## config.mk

```make
export PLATFORM = sky130hd
export DESIGN_NAME = stream_mux_rr
export DESIGN_NICKNAME = d
export VERILOG_FILES = /design/src/rtl/stream_pkg.sv /design/src/rtl/rr_arbiter.sv /design/src/rtl/stream_mux_rr.sv
export SDC_FILE = /design/constraint.sdc
export NUM_CORES = 1
export LEC_CHECK = 0
export CAP_MARGIN = 5
export CORE_MARGIN = 2
export CORE_UTILIZATION = 49
export DETAILED_ROUTE_END_ITERATION = 6
export PLACE_DENSITY = 0.93
export REMOVE_ABC_BUFFERS = 1
export SYNTH_ARGS = -nofsm -noshare
export SYNTH_HDL_FRONTEND = slang
export SYNTH_SLANG_ARGS = --single-unit
```

## constraint.sdc

```tcl
create_clock -name clk -period 11.1 [get_ports clk]
set_input_delay 2.22 -clock clk [delete_from_list [all_inputs] [get_ports clk]]
set_output_delay 2.22 -clock clk [all_outputs]
set_load 0.01 [all_outputs]
```

## src/rtl/stream_pkg.sv

```systemverilog
// Shared definitions for the round-robin stream multiplexer.
package stream_pkg;

    // FSM encoding, kept as plain vectors so older blocks can consume it directly.
    localparam logic [0:0] ST_IDLE   = 1'b0;
    localparam logic [0:0] ST_LOCKED = 1'b1;

    // Channel index width that never collapses to zero bits.
    function automatic int ch_w(input int n);
        return (n > 1) ? $clog2(n) : 1;
    endfunction

endpackage

```

## src/rtl/rr_arbiter.sv

```systemverilog
// Combinational arbiter: round-robin from ptr+1, or fixed lowest-index priority.
module rr_arbiter
    import stream_pkg::*;
#(
    parameter int  NUM_CH     = 4,
    parameter int  FIXED_PRIO = 0,
    localparam int CH_W       = ch_w(NUM_CH)
) (
    input  logic [NUM_CH-1:0] req,
    input  logic [CH_W-1:0]   ptr,
    output logic [NUM_CH-1:0] gnt,
    output logic [CH_W-1:0]   gnt_idx
);

    logic [CH_W-1:0] idx;
    logic            found;

    // Scan candidates in priority order; the first requester wins.
    always_comb begin
        gnt     = '0;
        gnt_idx = '0;
        found   = 1'b0;
        idx     = '0;
        for (int i = 0; i < NUM_CH; i++) begin
            if (FIXED_PRIO != 0)
                idx = CH_W'(i);
            else
                idx = CH_W'((int'(ptr) + 1 + i) % NUM_CH);
            if (!found && req[idx]) begin
                found      = 1'b1;
                gnt[idx]   = 1'b1;
                gnt_idx    = idx;
            end
        end
    end

endmodule

```

## src/rtl/stream_mux_rr.sv

```systemverilog
// N-channel packet-aware stream mux with registered valid/ready output.
module stream_mux_rr
    import stream_pkg::*;
#(
    parameter int  WIDTH      = 8,
    parameter int  NUM_CH     = 4,
    parameter int  FIXED_PRIO = 0,
    localparam int CH_W       = ch_w(NUM_CH)
) (
    input  logic                    clk,
    input  logic                    rst,
    input  logic [NUM_CH-1:0]       in_valid,
    input  logic [NUM_CH*WIDTH-1:0] in_data,
    input  logic [NUM_CH-1:0]       in_last,
    output logic [NUM_CH-1:0]       in_ready,
    output logic                    out_valid,
    output logic [WIDTH-1:0]        out_data,
    output logic                    out_last,
    output logic [CH_W-1:0]         out_ch,
    input  logic                    out_ready
);

    if (NUM_CH < 2 || NUM_CH > 16) begin : g_bad_num_ch
        $error("stream_mux_rr: NUM_CH must be in 2..16");
    end

    logic [NUM_CH-1:0][WIDTH-1:0] din;
    logic [0:0]                   state;
    logic [CH_W-1:0]              lock_ch;
    logic [CH_W-1:0]              rr_ptr;
    logic [NUM_CH-1:0]            arb_gnt;
    logic [CH_W-1:0]              arb_idx;
    logic [CH_W-1:0]              g;
    logic                         gnt_ok;
    logic                         load;
    logic                         xfer;

    assign din = in_data;

    rr_arbiter #(
        .NUM_CH     (NUM_CH),
        .FIXED_PRIO (FIXED_PRIO)
    ) u_arb (
        .req     (in_valid),
        .ptr     (rr_ptr),
        .gnt     (arb_gnt),
        .gnt_idx (arb_idx)
    );

    // Output register can take a beat when empty or draining this cycle.
    assign load = !out_valid || out_ready;

    // Locked packets pin the grant; otherwise the arbiter picks among requesters.
    always_comb begin
        if (state == ST_LOCKED) begin
            g      = lock_ch;
            gnt_ok = 1'b1;
        end else begin
            g      = arb_idx;
            gnt_ok = |arb_gnt;
        end
    end

    // Only the granted channel sees ready; independent of its own valid once locked.
    always_comb begin
        in_ready = '0;
        if (gnt_ok && load)
            in_ready[g] = 1'b1;
    end

    assign xfer = gnt_ok && load && in_valid[g];

    // Output beat register: load on transfer, empty on idle load, hold under backpressure.
    always_ff @(posedge clk or posedge rst) begin
        if (rst) begin
            out_valid <= 1'b0;
            out_data  <= '0;
            out_last  <= 1'b0;
            out_ch    <= '0;
        end else if (load) begin
            if (xfer) begin
                out_valid <= 1'b1;
                out_data  <= din[g];
                out_last  <= in_last[g];
                out_ch    <= g;
            end else begin
                out_valid <= 1'b0;
            end
        end
    end

    // Packet lock FSM and round-robin pointer; pointer moves only on packet completion.
    always_ff @(posedge clk or posedge rst) begin
        if (rst) begin
            state   <= ST_IDLE;
            lock_ch <= '0;
            rr_ptr  <= CH_W'(NUM_CH - 1);
        end else if (xfer) begin
            if (in_last[g]) begin
                state  <= ST_IDLE;
                rr_ptr <= g;
            end else begin
                state   <= ST_LOCKED;
                lock_ch <= g;
            end
        end
    end

endmodule

```

==> summary.md <==
| Metric | Value |
|---|---|
| Status | completed |
| Number of synthesized flops with an enable pin | 0 |
| Die W | 62.4 µm |
| Final Instance Area | 0.00230 mm² |
| Placed cell area | 0.00227 mm² |
| Switching power of the nets | 0.000351 W |
| Crit path arrival time | 5.54 ns |
| Design internal power | 0.000401 W |
| Number of core rows | 21 |
| Worst setup path category | input port to primary output |
| Num CTS Buffers | 3 |
| Ys async rst share | 1.00 |
| Clock latency at the later pin of the worst-skew pair | 0.30 ns |
| Most common cell after layout, fill and taps aside | clkdlybuf4s50_1 |
| Remaining Overflow, GRT | 0 |
| First-pass GRT wire length | 7220 µm |
| Reg clk slew, reported paths | 0.09 ns |
| Number of global-route vias before repair | 1543 |
| DP HPWL | 3420 µm |
| CP Capture Type | primary output |
| Largest net degree at the start of global routing | 18 |
| Post-synthesis cell count | 177 |
| Fin. Hold Viols | 0 |
| Startpoint types | input port |
| Max H-tree Level | 1 |
| CP peak stage delay | 0.65 ns |
| Max Slew Vio Count | 0 |
| Post-cts resize count | 0 |
| Area Growth Syn to Fin | 37.3% |
| DRT Pass-1 Iters | 4 |
| Initial antenna violation count | 0 |
| Clock share of power | 0.044 |
| Fmax | 0.129 GHz |
| CTS tree | yes |
| Worst-Margin Slew | 0.752 ns |
| Ys flop type | dfrtp_1 |
| Port bufs | 58 |
| Most frequent cells in the layout | clkdlybuf4s50_1 (58), mux2i_1 (35), nor2_1 (20), mux2_2 (17), dfrtp_1 (15) |
| Root Driver | clkbuf_4 |
| Final design utilization | 0.694 |
| Yosys Warn Count | 0 |
| Detail Route Antenna Nets | 0 |
| Core area | 0.00331 mm² |
| Max-cap violations | 0 |
| Flop pwr share | 0.172 |
| Number of distinct library cells after synthesis | 43 |
| Required time worst endpoint | 8.88 ns |
| P_leak | 0.920 nW |
| Post-CTS Setup Bufs | 0 |
| WL final | 4370 µm |
| Worst Skew | 0.00512 ns |
| Sw Ratio | 0.467 |
| Starting DRT DRC Count | 176 |
| Via density | 5.74 |
| # DRC | 0 |
| Maximum VDD drop | 0.235 mV |
| Crit share post-route | 0.699 |
| Fraction of layout instances using a drive strength above 1 | 0.143 |
| Initial Util | 0.505 |
| CP max FO | 13 |
| FF+latch count, synth | 17 |
| Sequential cell area fraction in the yosys report | 0.256 |
| Die area | 0.00390 mm² |
| RSZ-0062 raised after global routing | no |
| Total power | 0.000752 W |
| Cts hold-fix bufs | 0 |
| Min Tclk post-route | 7.76 ns |
| Avg Synthesized Cell Area | 9.45 µm² |
| Max Root-Sink Buffers | 2 |
| Die H | 62.4 µm |
| # nets final | 280 |
| Hold WC Path Type | flip-flop to flip-flop |
| Crit-path cells | clkdlybuf4s50_1, mux2i_1, mux2_2, o22a_1, mux2_2, o21ai_2, inv_1, nor2_1, clkdlybuf4s50_1 |
| Pwr dens | 327 mW/mm² |
| I/O pins | 59 |
| Slew headroom | 0.499 |
| Area of the mapped netlist | 0.00167 mm² |
| TritonCTS sink count | 17 |
| Total number of vias | 1584 |
| RePlAce Congestion | 0.870 |
| Finish-stage setup viols | 0 |
| Total negative slack | 0 ns |
| Pre-CTS WS | 3.37 ns |
| Comb power frac | 0.783 |
| Ant diodes | 0 |
| Final worst slack | 3.34 ns |
| Critical path's slowest cell | clkdlybuf4s50_1 |
| WL per Instance | 15.8 µm |
| Gr usage total | 0.229 |
-- worst paths after layout --
| path | start | to | slack (ns) | cells past startpoint |
|---|---|---|---|---|
| worst min-delay path | out_last | out_last | 0.50 | 1 |
| worst max register to register | rr_ptr[0] | rr_ptr[0] | 7.09 | 9 |
| worst max-delay path | in_valid[3] | in_ready[1] | 3.34 | 9 |
| min in group asynchronous | rst | out_data[4] | 2.29 | 2 |
| worst min register to register | out_last | out_last | 0.50 | 1 |
| max in group asynchronous | rst | lock_ch[0] | 8.41 | 2 |
-- state kept, by name, indices dropped and copies added, names as in the netlist --
signal,flops
lock_ch,2
out_ch,2
out_data,8
out_last,1
out_valid,1
rr_ptr,2
state,1
-- kinds of logic (layout without fill, tap and decap cells) --
group | count (synthesis) | after routing | synth area share
mux | 54 | 54 | 0.351
fa+ha+maj | 6 | 6 | 0.0449
buf+inv | 15 | 68 | 0.0381
compound gates | 40 | 40 | 0.188
flops | 17 | 17 | 0.256
simple gates | 45 | 45 | 0.123
-- critical path: cells and delay by family --
kind	cells	cell delay, ns
buffers and inverters	3	1.39
muxes	3	0.91
AOI/OAI and AO/OA	2	0.88
and+or+nand+nor	1	0.14
-- stage by stage --
step	hold WS, ns	instances
3_5_place_dp	0.474	272
5_1_grt	0.526	276
3_3_place_gp	0.474	272
6_report	0.496	276
4_1_cts	0.499	276
2_1_floorplan	0.451	168
-- area by class of cell --
| class | instances | area (µm²) |
|---|---|---|
| clock buffers | 3 | 22.5 |
| clock inverters | 1 | 5.00 |
| fillers | 259 | 1010 |
| inverters | 6 | 22.5 |
| multi-input cells | 145 | 1180 |
| flip-flops and latches | 17 | 428 |
| well taps | 46 | 57.6 |
| repair buffers | 58 | 581 |
-- Yosys cell counts, types with 4 or more instances --
| cell type | instances | area share |
|---|---|---|
| a21oi_1 | 9 | 0.027 |
| clkbuf_1 | 5 | 0.011 |
| dfrtp_1 | 15 | 0.22 |
| ha_1 | 6 | 0.045 |
| inv_1 | 6 | 0.013 |
| mux2_2 | 17 | 0.11 |
| mux2i_1 | 35 | 0.21 |
| nand2_1 | 11 | 0.025 |
| nor2_1 | 20 | 0.045 |
| o211ai_1 | 5 | 0.022 |
| o21ai_0 | 4 | 0.012 |
-- power groups by stage --
stage / clock network [W] / logic [W] / registers (W)
finish: 0.0000335 / 0.000589 / 0.000130
floorplan: 0 / 0.000411 / 0.000134
CTS: 0.0000346 / 0.000588 / 0.000129
global route: 0.0000363 / 0.000635 / 0.000134
detailed placement: 0 / 0.000584 / 0.000130
global placement: 0 / 0.000568 / 0.000128
-- routing by layer --
metal / vias up / global-route usage / wire [µm]
li1: 769 / - / -
met1: 752 / 0.282 / 1800
met2: 60 / 0.415 / 2310
met3: 3 / 0.0252 / 215
met4: 0 / 0.0722 / 39
met5: - / 0 / 0
(Power assumes the default switching activity.)
